$ cat src/rtl/div_ctrl_pkg.sv
// Shared types and constants for the non-restoring division controller and its bench.
// The ERR state exists only when DIV_ZERO_CHECK_EN is defined.
package div_ctrl_pkg;

    localparam int DIV_ITERATIONS = 16;
    localparam int DIV_LATENCY    = 20;

    typedef enum logic [2:0] {
        S_IDLE,
        S_LOAD,
        S_ITER,
        S_CORRECT,
        S_STORE,
        S_DONE
`ifdef DIV_ZERO_CHECK_EN
        ,
        S_ERR
`endif
    } div_state_t;

endpackage

$ cat src/rtl/non_restoring_division_controller_if.sv
// Request/status and datapath-control bundle between the controller and its surroundings.
// The master side is the requester plus the datapath; the slave side is the controller.
interface non_restoring_division_controller_if;

    logic start;
    logic complete;
    logic a_sign;
    logic div_by_zero;

    logic select_A;
    logic select_Q;
    logic ld_A;
    logic ld_Q;
    logic shift_left_enable_a;
    logic shift_left_enable_q;
    logic select_add;
    logic count_enable;
    logic ld_rem_quotient;

    logic busy;
    logic done;
    logic div_err;

    modport master (
        output start, complete, a_sign, div_by_zero,
        input  select_A, select_Q, ld_A, ld_Q, shift_left_enable_a, shift_left_enable_q,
        input  select_add, count_enable, ld_rem_quotient, busy, done, div_err
    );

    modport slave (
        input  start, complete, a_sign, div_by_zero,
        output select_A, select_Q, ld_A, ld_Q, shift_left_enable_a, shift_left_enable_q,
        output select_add, count_enable, ld_rem_quotient, busy, done, div_err
    );

endinterface

$ cat src/rtl/non_restoring_division_controller.sv
// Sequencing FSM for the 16-bit non-restoring division datapath.
// Define DIV_ZERO_CHECK_EN to divert zero-divisor requests to a one-cycle ERR state.
module non_restoring_division_controller
    import div_ctrl_pkg::*;
(
    input  logic clk,
    input  logic rst,
    non_restoring_division_controller_if.slave bus
);

    div_state_t state;
    div_state_t state_next;

`ifndef DIV_ZERO_CHECK_EN
    logic unused_div_by_zero;
    assign unused_div_by_zero = bus.div_by_zero;
`endif

    always_ff @(posedge clk) begin
        if (rst) begin
            state <= S_IDLE;
        end else begin
            state <= state_next;
        end
    end

    // Controls are decoded from the state; only the restore load in CORRECT looks at a_sign.
    always_comb begin
        state_next              = state;
        bus.select_A            = 1'b0;
        bus.select_Q            = 1'b0;
        bus.ld_A                = 1'b0;
        bus.ld_Q                = 1'b0;
        bus.shift_left_enable_a = 1'b0;
        bus.shift_left_enable_q = 1'b0;
        bus.select_add          = 1'b0;
        bus.count_enable        = 1'b0;
        bus.ld_rem_quotient     = 1'b0;
        bus.busy                = 1'b0;
        bus.done                = 1'b0;
        bus.div_err             = 1'b0;

        case (state)
            S_IDLE: begin
                if (bus.start) begin
`ifdef DIV_ZERO_CHECK_EN
                    state_next = bus.div_by_zero ? S_ERR : S_LOAD;
`else
                    state_next = S_LOAD;
`endif
                end
            end
            S_LOAD: begin
                bus.ld_A   = 1'b1;
                bus.ld_Q   = 1'b1;
                bus.busy   = 1'b1;
                state_next = S_ITER;
            end
            S_ITER: begin
                bus.select_A            = 1'b1;
                bus.select_Q            = 1'b1;
                bus.select_add          = 1'b1;
                bus.shift_left_enable_a = 1'b1;
                bus.shift_left_enable_q = 1'b1;
                bus.ld_A                = 1'b1;
                bus.ld_Q                = 1'b1;
                bus.count_enable        = 1'b1;
                bus.busy                = 1'b1;
                if (bus.complete) begin
                    state_next = S_CORRECT;
                end
            end
            S_CORRECT: begin
                bus.select_A = 1'b1;
                bus.ld_A     = bus.a_sign;
                bus.busy     = 1'b1;
                state_next   = S_STORE;
            end
            S_STORE: begin
                bus.ld_rem_quotient = 1'b1;
                bus.busy            = 1'b1;
                state_next          = S_DONE;
            end
            S_DONE: begin
                bus.done   = 1'b1;
                bus.busy   = 1'b1;
                state_next = S_IDLE;
            end
`ifdef DIV_ZERO_CHECK_EN
            S_ERR: begin
                bus.done    = 1'b1;
                bus.div_err = 1'b1;
                bus.busy    = 1'b1;
                state_next  = S_IDLE;
            end
`endif
            default: begin
                state_next = S_IDLE;
            end
        endcase
    end

endmodule

$ cat src/flat_wrapper.sv
// flat-port wrapper written by rule: the top's interface ports become plain ports
module non_restoring_division_controller_flat import div_ctrl_pkg::*;
  (clk, rst, bus_start, bus_complete, bus_a_sign, bus_div_by_zero, bus_select_A, bus_select_Q, bus_ld_A, bus_ld_Q, bus_shift_left_enable_a, bus_shift_left_enable_q, bus_select_add, bus_count_enable, bus_ld_rem_quotient, bus_busy, bus_done, bus_div_err);
  non_restoring_division_controller_if bus_i ();
  input  logic clk;
  input  logic rst;
  input wire logic [$bits(bus_i.start)-1:0] bus_start;
  input wire logic [$bits(bus_i.complete)-1:0] bus_complete;
  input wire logic [$bits(bus_i.a_sign)-1:0] bus_a_sign;
  input wire logic [$bits(bus_i.div_by_zero)-1:0] bus_div_by_zero;
  output wire logic [$bits(bus_i.select_A)-1:0] bus_select_A;
  output wire logic [$bits(bus_i.select_Q)-1:0] bus_select_Q;
  output wire logic [$bits(bus_i.ld_A)-1:0] bus_ld_A;
  output wire logic [$bits(bus_i.ld_Q)-1:0] bus_ld_Q;
  output wire logic [$bits(bus_i.shift_left_enable_a)-1:0] bus_shift_left_enable_a;
  output wire logic [$bits(bus_i.shift_left_enable_q)-1:0] bus_shift_left_enable_q;
  output wire logic [$bits(bus_i.select_add)-1:0] bus_select_add;
  output wire logic [$bits(bus_i.count_enable)-1:0] bus_count_enable;
  output wire logic [$bits(bus_i.ld_rem_quotient)-1:0] bus_ld_rem_quotient;
  output wire logic [$bits(bus_i.busy)-1:0] bus_busy;
  output wire logic [$bits(bus_i.done)-1:0] bus_done;
  output wire logic [$bits(bus_i.div_err)-1:0] bus_div_err;
  assign bus_i.start = bus_start;
  assign bus_i.complete = bus_complete;
  assign bus_i.a_sign = bus_a_sign;
  assign bus_i.div_by_zero = bus_div_by_zero;
  assign bus_select_A = bus_i.select_A;
  assign bus_select_Q = bus_i.select_Q;
  assign bus_ld_A = bus_i.ld_A;
  assign bus_ld_Q = bus_i.ld_Q;
  assign bus_shift_left_enable_a = bus_i.shift_left_enable_a;
  assign bus_shift_left_enable_q = bus_i.shift_left_enable_q;
  assign bus_select_add = bus_i.select_add;
  assign bus_count_enable = bus_i.count_enable;
  assign bus_ld_rem_quotient = bus_i.ld_rem_quotient;
  assign bus_busy = bus_i.busy;
  assign bus_done = bus_i.done;
  assign bus_div_err = bus_i.div_err;
  non_restoring_division_controller u_core (.clk(clk), .rst(rst), .bus(bus_i));
endmodule
$ cat config.mk
export PLATFORM = sky130hd
export DESIGN_NAME = non_restoring_division_controller_flat
export DESIGN_NICKNAME = d
export VERILOG_FILES = /design/src/rtl/div_ctrl_pkg.sv /design/src/rtl/non_restoring_division_controller_if.sv /design/src/rtl/non_restoring_division_controller.sv /design/src/flat_wrapper.sv
export SDC_FILE = /design/constraint.sdc
export NUM_CORES = 1
export LEC_CHECK = 0
export CAP_MARGIN = 25
export CORE_AREA = 5 5 42 44
export DETAILED_ROUTE_END_ITERATION = 10
export DIE_AREA = 0 0 47 49
export PLACE_DENSITY_LB_ADDON = 0.12
export SETUP_SLACK_MARGIN = 0.02
export SYNTH_ARGS = -nofsm -noshare
export SYNTH_HDL_FRONTEND = slang
export SYNTH_SLANG_ARGS = --single-unit
$ cat constraint.sdc
create_clock -name clk -period 1.4 [get_ports clk]
set_input_delay 0.42 -clock clk [delete_from_list [all_inputs] [get_ports clk]]
set_output_delay 0.42 -clock clk [all_outputs]
set_load 0.02 [all_outputs]
# Yosys cells after proc, flatten, opt, wreduce, memory -nomap -nowiden
# Cells that the tools add are included.
dict set report op_classes {
  eq_ne 7
  n_mux 10
  reduce_logical 5
}
# op count
set op_table {}
lappend op_table {{3-bit one-hot mux with 5 select lines} 1}
lappend op_table {{3-bit by 2-bit == test with 1-bit output (second input constant)} 2}
lappend op_table {{3-bit == test (second input constant)} 2}
lappend op_table {{1-bit two-way mux} 6}
lappend op_table {{3-bit two-way mux} 2}
lappend op_table {{5-bit OR reduction} 1}
lappend op_table {{2-bit inequality test (second input constant)} 2}
lappend op_table {{2-bit OR reduction} 2}
lappend op_table {{3-bit by 1-bit == test with 1-bit output (second input constant)} 1}
lappend op_table {{3-bit zero test} 1}
lappend op_table {{1-bit one-hot mux with 2 select lines} 1}
lappend op_table {{2-bit AND reduction} 1}
dict set report totals {
  reg_bits 3
  input_bits 6
  out_inout_bits 12
  wordCells 23
}

# Longest topological paths before layout
dict set report depth {
  ltp_word 3
  mapped_depth 4
  mapped_depth_nobuf 2
}

# Worst setup path after synthesis
# OpenSTA, ideal clock, no wires.
dict set report synth_path {
  path_type {reg2out}
  startpoint {register u_core.state[1]}
  endpoint {output port bus_select_Q}
  arrival_ns 1.460
  required_ns 0.980
  slack_ns -0.480
  path_stages_with_launch 5
  n_path_buf 2
  path_cell_list {dfxtp_1 > buf_6 > nor2b_2 > nor2b_1 > buf_4}
}
dict set report synth_between {
  elab_chain_len 2
}
# item line
set synth_rtl {}
lappend synth_rtl {{start, declared} non_restoring_division_controller.sv:11} ;# div_state_t state;
lappend synth_rtl {{start signal, assigned} non_restoring_division_controller.sv:23} ;# state <= state_next;
lappend synth_rtl {{3-bit by 2-bit == test with 1-bit output} n/a}
lappend synth_rtl {{1-bit two-way mux} n/a}
lappend synth_rtl {{end, declared} flat_wrapper.sv:12} ;# output wire logic [$bits(bus_i.select_Q)-1:0] bus_select_Q;
# No other way between the ends.

# Worst setup path after layout
dict set report layout_path {
  startpoint {register u_core.state[1]}
  endpoint {output port bus_ld_A}
}
dict set report layout_between {
  elab_chain_len 3
  elab_cells_between_ends 5
  classes_between {eq/ne (3); mux (1); reduce/logical (1)}
}
# item line
set layout_rtl {}
lappend layout_rtl {{3-bit by 1-bit == test with 1-bit output / 3-bit by 2-bit == test with 1-bit output (equally long branches)} non_restoring_division_controller.sv:43} ;# case (state)
lappend layout_rtl {{2-bit OR reduction (no line)} n/a}
lappend layout_rtl {{1-bit one-hot mux with 2 select lines (*)} non_restoring_division_controller.sv:43}
lappend layout_rtl {{end, declared} flat_wrapper.sv:13} ;# output wire logic [$bits(bus_i.ld_A)-1:0] bus_ld_A;
# Mark *: on every way between the ends. The rest lies on a longest branch, timed or not.

==> results by group <==
Worst setup path
  • Flop-to-flop setup slack: 0.35 ns
  • Slowest cell on crit path: dfxtp_4
  • Buf+Inv Stages, Crit Path: 1
  • Worst EP arrival: 1.12 ns
  • Critical path type: register to primary output
  • Critical Path Max Stage Delay: 0.35 ns
  • CP Data Required Time: 0.98 ns
  • CP startpoint kind: register
  • Cell Chain, Critical Path: and3b_1 > nor3_1 > buf_2
  • CP max FO: 7
  • Crit. End Element: primary output
  • Top cell family by delay on the critical path: flip-flops

Global route
  • Initial antenna violation count: 0
  • GRT Overall Usage: 7.10%
  • First-pass GRT wire length: 1100 um
  • Pin count of the biggest net entering global routing: 8
  • Vias in the first global route: 245
  • Gr ovfl total: 0

Pwr
  • Int Pwr: 0.339 mW
  • Leakage: 0.228 nW
  • Switch share: 36.0%
  • PwrDens: 1170 mW/mm^2
  • Comb pwr share: 50.0%
  • Overall power: 0.530 mW
  • Net Switching: 0.191 mW
  • Part of the power in registers: 21.3%
  • Clock power share: 28.8%
  • Peak VDD IR: 0.474 mV

Finish
  • Layout cells sized above 1: 61.7%
  • Non-Filler Instances: 63
  • Final nets: 54
  • Leading cell type in the layout, fill and taps excluded: buf_4
  • Biggest regs: u_core.state: 3 flops
  • Max reg flops: 3
  • Syn-to-layout area delta: 75.4%
  • Ant. Diodes: 0
  • Largest Register: u_core.state
  • Most frequent cells in the layout: 12 x buf_4, 4 x buf_6

Drt
  • TritonRoute pass-1 iters: 2
  • Vias: 247
  • Drt first-iter violations: 3
  • Routed vias/inst: 3.92
  • Routed Antenna Nets: 0
  • DRC: 0
  • WL final: 714 um
  • Wire per inst: 11.3 um

STA
  • Final hold viol count: 0
  • Setup Viol. Count Final: 9
  • Slew Viols, Final: 0
  • Max frequency: 648 MHz
  • RSZ-0062 raised after global routing: yes
  • Period minus WS final: 1.54 ns
  • WHS: 0.594 ns
  • Worst setup margin: -0.143 ns
  • Skew final: 0.00316 ns
  • Post-route clock period utilization: 110%

Synth
  • Synth Net Count: 35
  • Main area contributors after synthesis: dfxtp_1 23%, buf_4 17%, and3b_1 10%
  • Post-Syn Area per Cell: 8.93 um^2
  • Post-synth top area share: 23.2%
  • Flops & latches, synth: 3
  • Post-synth top area cell: dfxtp_1
  • Unique masters post-synth: 16
  • YS warnings: 0
  • Syn Inst Count: 29
  • Register area share after synthesis: 23.2%
  • Cell Area, Synth: 259 um^2

Placed design
  • Placed cells: 56
  • Gpl congestion: 0.669
  • Port Buffers: 15

Outcome
  • Outcome: complete, but fails checks
  • Failing checks: setup timing

Clock network
  • CTS Buf Count: 3
  • CTS sink count: 3
  • Max Root-Sink Buffers: 2
  • Clock latency on the worst-skew pair: 0.23 ns
  • Worst-path clk slew: 0.04 ns
  • Root Buffer Master: clkbuf_4
  • H-tree Lvls: 1
  • CTS tree: yes

Floorplan
  • # IOs: 18
  • CORE AREA: 0.00140 mm^2
  • Rows: 14
  • Die area: 0.00230 mm^2
  • Die width: 47 um
  • Starting density of the core: 18.5%
  • Die height: 49 um

Hold path
  • Hold WC Path Type: register to register

Flow run
  • Max-Cap Viols: 0
## synthesized netlist by cell type
| cell type | instances |
|---|---|
| and3b_1 | 3 |
| conb_1 | 1 |
| nor3b_2 | 1 |
| xnor2_1 | 1 |
| nor2b_2 | 1 |
| nor2_1 | 2 |
| dfxtp_1 | 3 |
| nor2b_1 | 1 |
| a21oi_1 | 1 |
| nand3b_1 | 1 |
| o21ba_1 | 1 |
| nor3_1 | 3 |
| o21bai_1 | 1 |
| a211oi_2 | 1 |
| buf_4 | 6 |
| buf_6 | 2 |
## power groups by stage
stage	Clock, mW	Sequential (mW)	Combinational [mW]
final	0.152	0.113	0.265
after global routing	0.170	0.116	0.281
after CTS	0.157	0.113	0.255
after detailed placement	0	0.116	0.256
after global placement	0	0.116	0.253
after floorplan	0	0.101	0.184
## worst min-delay path, cell delays in order (launching register included)
cell	delay, ns
dfxtp_4	0.37
buf_4	0.14
nor3_1	0.05
## area by class of cell
cell class,instances,area (um^2)
fill,162,947
timing repair buffer,22,185
multi-input combinational,18,151
sequential,3,71.3
clock buffer,4,26.3
tap,16,20.0
## final timing paths
check                  start               to  depth (start not counted)
min reg2reg  u_core.state[2]  u_core.state[1]                          2
max reg2reg  u_core.state[0]  u_core.state[2]                          4
max          u_core.state[1]         bus_ld_A                          3
min          u_core.state[2]  u_core.state[1]                          2
## per-stage QoR
stage          TNS, ns  worst slack (ns)  instance area (um^2)  util [%]
2_1_floorplan   -0.500            -0.117                   277         -
3_3_place_gp     -4.07            -0.804                   405      28.9
3_5_place_dp     -4.35            -0.843                   405      28.9
4_1_cts          -1.33            -0.146                   444      31.7
5_1_grt          -1.54            -0.175                   454      32.4
6_report        -0.927            -0.143                   454      32.4
## layer usage
metal / wire length, um / track usage (%)
met2: 408 / 10.9
met3: 38 / 4.06
met4: 23 / 6.91
met5: 0 / 0
met1: 244 / 5.90
## repair_timing
| item | 4_1_cts | 5_1_grt |
|---|---|---|
| hold buffers | 0 | 0 |
| pin swaps | 4 | 1 |
| setup endpoints to repair | 11 | 11 |
| resized for setup | 60 | 7 |
| buffers inserted | 2 | 1 |
## cell families after synthesis
logic type,after synthesis,synth area share [%]
other cells,1,1.45
compound gates,4,13.5
xor+xnor,1,3.38
flops,3,23.2
buf+inv,8,26.1
simple gates,12,32.4
Note: power is estimated with default switching activity, not from simulation.
